## src/rtl/sys_bus_responder.sv

```systemverilog
// sys_bus_responder: CPU system-bus slave in front of a single-port RAM.
// Latches an address on ALE, runs a read or write with a programmable
// number of wait states, and stalls the CPU through nWait until the
// access has completed. Out-of-range addresses and strobe contention
// are reported on BusErr without touching the RAM.
module sys_bus_responder #(
    parameter int WAIT_STATES = 1,   // extra wait cycles per access, 0..7
    parameter int ADDR_BITS   = 10   // implemented RAM word-address width
) (
    input  logic                 Clock,
    input  logic                 nReset,
    input  logic [15:0]          SysBus,
    input  logic                 ALE,
    input  logic                 nOE,
    input  logic                 nWE,
    output logic [15:0]          DataIn,
    output logic                 nWait,
    output logic                 BusErr,
    output logic [ADDR_BITS-1:0] RamAddr,
    output logic [15:0]          RamWData,
    input  logic [15:0]          RamRData,
    output logic                 RamRe,
    output logic                 RamWe
);

    typedef enum logic [2:0] {
        S_IDLE,
        S_ADDR,
        S_WAIT,
        S_MEM,
        S_CAP,
        S_HOLD
    } state_t;

    localparam logic [2:0] WAIT_LOAD = 3'(WAIT_STATES);

    state_t      state;
    logic [15:0] addr_reg;
    logic [15:0] wdata_reg;
    logic [15:0] data_reg;
    logic [2:0]  wait_cnt;
    logic        is_write;
    logic        out_of_range;
    logic        strobe_released;

    // Any address bit above the implemented RAM range makes the access illegal.
    assign out_of_range    = (addr_reg >> ADDR_BITS) != 16'h0000;
    // The strobe that started the current access has gone inactive.
    assign strobe_released = is_write ? nWE : nOE;

    // RAM address and write data come straight from their holding registers.
    assign RamAddr  = addr_reg[ADDR_BITS-1:0];
    assign RamWData = wdata_reg;

    // Access sequencer: state, holding registers and all registered outputs.
    always_ff @(posedge Clock or negedge nReset) begin
        if (!nReset) begin
            state     <= S_IDLE;
            addr_reg  <= 16'h0000;
            wdata_reg <= 16'h0000;
            data_reg  <= 16'h0000;
            wait_cnt  <= 3'd0;
            is_write  <= 1'b0;
            DataIn    <= 16'h0000;
            nWait     <= 1'b1;
            BusErr    <= 1'b0;
            RamRe     <= 1'b0;
            RamWe     <= 1'b0;
        end else begin
            // NOTE: non-blocking assignments throughout, so every branch reads
            // the pre-edge register values and later defaults cannot race.
            // Strobes and read data default low; branches below override them,
            // which keeps RamRe/RamWe to exactly one cycle.
            RamRe  <= 1'b0;
            RamWe  <= 1'b0;
            DataIn <= 16'h0000;

            case (state)
                S_IDLE, S_ADDR: begin
                    if (ALE) begin
                        addr_reg <= SysBus;
                        BusErr   <= 1'b0;
                        state    <= S_ADDR;
                    end else if (state == S_ADDR && (!nOE || !nWE)) begin
                        nWait    <= 1'b0;
                        data_reg <= 16'h0000;
                        wait_cnt <= WAIT_LOAD;
                        is_write <= !nWE;
                        if (!nWE && nOE) begin
                            wdata_reg <= SysBus;
                        end
                        if (out_of_range || (!nOE && !nWE)) begin
                            // Illegal access: report it and skip the RAM entirely.
                            BusErr <= 1'b1;
                            state  <= S_HOLD;
                        end else if (WAIT_STATES > 0) begin
                            state <= S_WAIT;
                        end else begin
                            state <= S_MEM;
                            RamRe <= nWE;
                            RamWe <= !nWE;
                        end
                    end
                end

                S_WAIT: begin
                    if (strobe_released) begin
                        // CPU gave up before the RAM was touched.
                        state    <= S_IDLE;
                        nWait    <= 1'b1;
                        wait_cnt <= 3'd0;
                    end else begin
                        wait_cnt <= wait_cnt - 3'd1;
                        if (wait_cnt == 3'd1) begin
                            state <= S_MEM;
                            RamRe <= !is_write;
                            RamWe <= is_write;
                        end
                    end
                end

                S_MEM: begin
                    if (is_write) begin
                        state <= S_HOLD;
                        nWait <= 1'b1;
                    end else begin
                        state <= S_CAP;
                    end
                end

                S_CAP: begin
                    data_reg <= RamRData;
                    DataIn   <= nOE ? 16'h0000 : RamRData;
                    nWait    <= 1'b1;
                    state    <= S_HOLD;
                end

                S_HOLD: begin
                    nWait <= 1'b1;
                    if (nOE && nWE) begin
                        state <= S_IDLE;
                    end else begin
                        DataIn <= nOE ? 16'h0000 : data_reg;
                    end
                end

                default: begin
                    state <= S_IDLE;
                    nWait <= 1'b1;
                end
            endcase
        end
    end

endmodule

```

## config.mk

```make
export PLATFORM = sky130hd
export DESIGN_NAME = sys_bus_responder
export DESIGN_NICKNAME = d
export VERILOG_FILES = /design/src/rtl/sys_bus_responder.sv
export SDC_FILE = /design/constraint.sdc
export NUM_CORES = 1
export LEC_CHECK = 0
export ABC_AREA = 1
export BUFFER_PORTS_ARGS = -buffer_cell sky130_fd_sc_hd__buf_4
export CORE_ASPECT_RATIO = 1.4
export CORE_UTILIZATION = 50
export CTS_CLUSTER_SIZE = 28
export DETAILED_ROUTE_END_ITERATION = 10
export PLACE_DENSITY = 0.77
export SLEW_MARGIN = 10
export SYNTH_ARGS = -nofsm -noshare
export SYNTH_HDL_FRONTEND = slang
export SYNTH_SLANG_ARGS = --single-unit
```

## constraint.sdc

```tcl
create_clock -name Clock -period 1.5 [get_ports Clock]
set_input_delay 0.15 -clock Clock [delete_from_list [all_inputs] [get_ports Clock]]
set_output_delay 0.15 -clock Clock [all_outputs]
set_load 0.05 [all_outputs]
```

==> impl_metrics.ini, run 1 <==
[power_and_ir_drop]
cellPowerDensity_mw_per_mm2 = 2230
switching_share_pct = 44.7
power_frac_comb_pct = 47.4
p_sw_mw = 4.20
power_mw = 9.40
p_seq_share_pct = 34.4
clock_power_share_pct = 18.2
intPower_mw = 5.20
ir_worst_vdd_mv = 1.13
leakage_nw = 2.26

[timing]
tightest_slew_ns = 0.394
min_period_over_period_pct = 92.0
timing.slew.headroom_pct = 73.7
max_freq_ghz = 0.724
drv_slew = 0
setup_viol = 0
finalHoldViolCount = 0
rsz0062_at_grt = false
finalHoldWorstSlack_ns = 0.0426
tns_ns = 0
finalCriticalPeriod_ns = 1.38
fin_skew_ns = 0.00846

[global_route]
grt_pass1_vias = 2606
track_usage_pct = 21.3
grt_max_degree = 31
grt_antenna_before_repair = 0
grt_pass1_wl_mm = 11.5
gr-total-overflow = 0

[logic_synthesis]
synth_most_common_cell = dfrtp_1
synth_top_cell_area_share_pct = 56.0
syn_nets = 390
syn_avg_cell_area_sq_um = 9.41
synth_warnings = 0
synth_mux_area_share_pct = 0
yosysTopAreaCell = dfrtp_1
synth-async-reset-ratio_pct = 100
synth_fa_ha_area_share_pct = 0.757
synthXorXnorAreaFrac_pct = 0.265
ys_types = 31
syn_inst = 351
synth_top_family_by_area = simple AND/OR/NAND/NOR gates
yosys_most_used_dff = dfrtp_1
synth_common_cells = dfrtp_1, nand2_1, inv_1
synth_seq_cells = 75
yosys-top-cells-area = dfrtp_1, nand2_1, inv_1
synth_edf_count = 0
ys_seq_area_share_pct = 56.8
yosys.area_share.simple_pct = 15.4
synth_compound_area_share_pct = 14.3
syn_area_sq_mm = 0.00330

[route]
wirelength_mm = 6.78
avgViaCountPerCell = 5.02
drtPass1Iterations = 7
vias = 2577
antenna_left = 0
first_iter_violations = 162
post-route-drc-count = 14
wl_per_cell_microns = 13.2

[worst_hold_path]
hp-class = in2reg

[die]
initial_core_util_pct = 52.5
die_w_microns = 70.7
rows = 34
io_pins = 83
die_y_microns = 98.2
core_sq_mm = 0.00630
die-area_sq_mm = 0.00694

[setup_path]
critPathCaptureType = register
cp_data_arrival_time_ns = 1.61
critPathSlowestCell = dfrtp_2
crit_path_max_fanout = 20
critPathRequiredTime_ns = 1.73
crit_buf_inv = 2
critical_path_class = reg2reg
cpLargestDelayFamily = flip-flops
path_cells = inv_2 > nand3_2 > nor2_2 > nand4_2 > buf_4 > nand2_1 > o21ai_2
start_kind = register
cpPeakStageDelay_ns = 0.46

[clock_network]
insertion_delay_ns = 0.34
clockBufferDepth = 2
cts_root_buf = clkbuf_8
cts.clk_slew.worst_paths_ns = 0.08
cts_made_buffers = 9
cts_tree = done
htreeDepth = 3
cts.sinks = 75

[placed_design]
hpwl_mm = 4.88
io_buffer_count = 82
gp_congestion = 0.829

[final_layout]
fillers = 519
areaGrowthSynthToFinish_pct = 27.6
diodes = 0
nets = 475
drive_gt1_share_pct = 31.5

[flow_run]
drv_cap = 0

[run_status]
status = complete, but fails checks
violations = DRC
-- layout by cell type, fill, tap and decap left out --
cell	instances
nand2_1	65
xor2_1	1
inv_4	1
nor2_2	2
o21ai_0	15
o21bai_1	1
nor2_4	2
dfrtp_1	73
o21ai_1	9
bufinv_16	2
nor3_1	2
inv_1	60
clkinv_4	1
a21oi_1	1
dfstp_2	1
nand3_2	2
buf_12	2
o31ai_1	16
nor2_1	13
o22ai_1	16
ha_1	2
a21oi_4	1
dlygate4sd3_1	1
clkinv_2	1
nand4_1	2
clkbuf_8	10
nand3_1	24
clkinvlp_4	2
nand4_2	1
dfrtp_2	1
inv_2	3
buf_4	95
nand2_2	1
o21ai_2	11
a21boi_0	1
-- worst min-delay path: stages --
cell and delay [ns]:
buf_4 0.09, nand2_1 0.04, o21ai_0 0.06
-- power groups by stage --
| stage | registers (mW) | logic, mW | clock network (mW) |
|---|---|---|---|
| floorplan | 4.33 | 2.22 | 0 |
| CTS | 3.23 | 4.41 | 1.76 |
| global placement | 3.23 | 4.32 | 0 |
| finish | 3.23 | 4.46 | 1.71 |
| global route | 3.31 | 4.79 | 1.85 |
| detailed placement | 3.26 | 4.39 | 0 |
-- final timing paths --
check | startpoint | cells after the start | slack [ns] | endpoint
setup / recovery | state[2] | 7 | 0.12 | RamWData[2]
hold / removal | SysBus[11] | 3 | 0.04 | addr_reg[11]
setup reg to reg | state[2] | 7 | 0.12 | RamWData[2]
hold reg to reg | nWait | 2 | 0.46 | nWait
max in group asynchronous | nReset | 3 | 0.64 | RamWData[11]
min in group asynchronous | nReset | 2 | 0.26 | addr_reg[4]
-- layer usage --
| layer | GRT usage (%) | part of all wire (%) |
|---|---|---|
| met5 | 0 | 0 |
| met3 | 5.68 | 5.8 |
| met2 | 35.9 | 50 |
| met1 | 24.9 | 42 |
| met4 | 10.5 | 2.5 |
-- through the flow --
stage / area, sq um / util (%) / cells / setup slack, ns
3_3_place_gp: 3960 / 62.9 / 495 / 0.0636
6_report: 4220 / 67.0 / 513 / 0.119
4_1_cts: 4190 / 66.6 / 512 / 0.0146
5_1_grt: 4220 / 67.0 / 513 / 0.00737
3_5_place_dp: 3960 / 62.9 / 495 / 0.0280
2_1_floorplan: 3300 / - / 351 / 0.143
-- area by class of cell --
type,count,area [sq um],share of cell area (%)
repair buffers,98,763,18.1
multi-input cells,188,1020,24.1
well taps,72,90.1,2.14
flip-flops and latches,75,1880,44.6
inverters,64,243,5.75
clock inverters,6,88.8,2.11
clock buffers,10,138,3.26
-- kinds of logic after synthesis --
logic type / Yosys count
AND/OR/NAND/NOR: 114
XOR/XNOR: 1
AO/OA/AOI/OAI: 71
adder cells (fa/ha/maj): 2
buffers and inverters: 88
flip-flops: 75
-- repair_timing --
item,CTS,global route
gates resized for setup,0,4
setup buffers,0,1
endpoints found under the hold margin,28,0
endpoints found under the setup margin,0,26
hold buffers,1,0
No activity file was read; power rests on OpenSTA's default activity.
==> inputs of run 2 (changes only) <==
- clock period: 1.5 -> 1.3 ns (I/O delays scaled with it)
==> impl_metrics.ini, run 2 (synthesis gave the netlist of run 1 again) <==
[setup_path]
setup.worst_path.end = data_reg[4]
reg2regPathDepth = 5
startpoint = state[1]
critPathRequiredTime_ns = 1.53
critical_path_class = reg2reg
crit_path_max_fanout = 16
path_cells = inv_2 > nand4_1 > a21oi_4 > buf_12 > o22ai_2
cp_data_arrival_time_ns = 1.59
critPathSlowestCell = dfrtp_2
critPathCaptureType = register
r2r-end = data_reg[4]
rr_startpoint = state[1]
start_kind = register
cpPeakStageDelay_ns = 0.45
ff2ff_setup_slack_ns = -0.05

[route]
first_iter_violations = 201
post-route-drc-count = 14
avgViaCountPerCell = 5.08
drtPass1Iterations = 8
vias = 2679
wirelength_mm = 7.44
antenna_left = 0
wl_per_cell_microns = 14.1

[run_status]
status = complete, but fails checks
violations = DRC, setup timing

[power_and_ir_drop]
leakage_nw = 2.39
p_seq_share_pct = 32.0
p_sw_mw = 5.23
cellPowerDensity_mw_per_mm2 = 2560
intPower_mw = 6.43
clock_power_share_pct = 17.1
ir_worst_vdd_mv = 1.45
switching_share_pct = 44.9
power_frac_comb_pct = 50.8

[timing]
finalHoldWorstSlack_ns = 0.0254
finalCriticalPeriod_ns = 1.35
setup_viol = 18
timing.slew.headroom_pct = 77.7
finalHoldViolCount = 0
fin_ws_ns = -0.0511
fin_skew_ns = 0.0117
max_freq_ghz = 0.740
drv_slew = 0
tightest_slew_ns = 0.334
rsz0062_at_grt = true
min_period_over_period_pct = 104
tns_ns = -0.617

[clock_network]
cts_made_buffers = 9
cts_tree = done
cts.clk_slew.worst_paths_ns = 0.09
cts_root_buf = clkbuf_8
cts.sinks = 75
htreeDepth = 3
clockBufferDepth = 2
insertion_delay_ns = 0.36

[die]
die-area_sq_mm = 0.00694
die_w_microns = 70.7
rows = 34
die_y_microns = 98.2
io_pins = 83
core_sq_mm = 0.00630
initial_core_util_pct = 52.5

[global_route]
grt_max_degree = 33
track_usage_pct = 21.9
grt_antenna_before_repair = 0
gr-total-overflow = 0
grt_pass1_vias = 2577
grt_pass1_wl_mm = 11.6

[final_layout]
multi_input_area_sq_mm = 0.00116
areaGrowthSynthToFinish_pct = 37.9
nets = 489
ff_latch_area_sq_mm = 0.00188
utilization_pct = 72.4
final_cell_mix = buf_4, dfrtp_1, nand2_1
fillers = 455
drive_gt1_share_pct = 39.3
diodes = 0
mostFrequentLayoutCell = buf_4
stdcell_area_sq_mm = 0.00456

[placed_design]
dpl_cell_area_sq_mm = 0.00409
hpwl_mm = 4.92
gp_congestion = 0.913
io_buffer_count = 82

[flow_run]
drv_cap = 0

[worst_hold_path]
hp-class = in2reg
## run 2: cell count changes in the layout (fill, tap and decap cells not counted), moves of 3 or more
cell,delta
o22ai_1,-10
o22ai_2,+10
o21ai_0,-8
o21ai_1,+8
nand2_1,-6
nand2_2,+6
buf_12,+5
buf_4,+4
nor2_1,-4
nor2_4,+4
inv_1,-3
inv_2,+3
## run 2: worst min path at each step
stage                         start     endpoint  slack, ns  depth (start not counted)
after floorplan              nReset       BusErr      -0.17                          0
after global placement       nReset  RamWData[7]       0.05                          1
after detailed placement     nReset  RamWData[7]       0.06                          1
after CTS                 SysBus[7]  RamWData[7]       0.01                          3
after global routing      SysBus[7]  RamWData[7]       0.03                          3
final                     SysBus[7]  RamWData[7]       0.03                          3
## run 2: what timing repair did
action / CTS / global route
endpoints found under the setup margin: 44 / 54
setup buffers: 2 / 1
gates resized for setup: 9 / 33
endpoints found under the hold margin: 76 / 0
pin swaps: 1 / 5
hold buffers: 3 / 0
gates cloned: 0 / 2
## run 2: power groups by stage
stage	Clock [mW]	Combinational (mW)	Sequential (mW)
3_5_place_dp	0	5.42	3.75
6_report	2.00	5.93	3.73
4_1_cts	2.03	5.52	3.72
2_1_floorplan	0	2.58	5.00
5_1_grt	2.12	6.32	3.83
3_3_place_gp	0	5.32	3.72
## run 2: routing by layer
| metal | global-route usage [%] | up-vias | part of all wire [%] |
|---|---|---|---|
| met5 | 0 | - | 0 |
| met4 | 11.5 | 0 | 2.5 |
| met3 | 4.95 | 16 | 5.8 |
| met2 | 35.8 | 90 | 52 |
| met1 | 27.1 | 1258 | 40 |
| li1 | - | 1315 | - |
## run 2: layout make-up
| type | instances | area share [%] |
|---|---|---|
| clock buffer | 9 | 2.72 |
| timing repair buffer | 112 | 21.0 |
| inverter | 64 | 5.33 |
| tap | 72 | 1.98 |
| clock inverter | 7 | 2.17 |
| multi-input combinational | 188 | 25.6 |
| sequential | 75 | 41.3 |
## run 2: stage by stage
| stage | total power, mW | std cells | setup slack, ns |
|---|---|---|---|
| 6_report | 11.7 | 527 | -0.0511 |
| 4_1_cts | 11.3 | 524 | -0.00361 |
| 2_1_floorplan | 7.58 | 351 | -0.0563 |
| 3_5_place_dp | 9.17 | 503 | -0.0760 |
| 5_1_grt | 12.3 | 527 | -0.107 |
| 3_3_place_gp | 9.04 | 503 | -0.0538 |
## run 2: worst max-delay path: cells and delay by family (launching register included)
family	cells	cell delay, ns
flip-flops	1	0.45
AO/OA/AOI/OAI	2	0.29
buffers and inverters	2	0.28
AND/OR/NAND/NOR	1	0.21
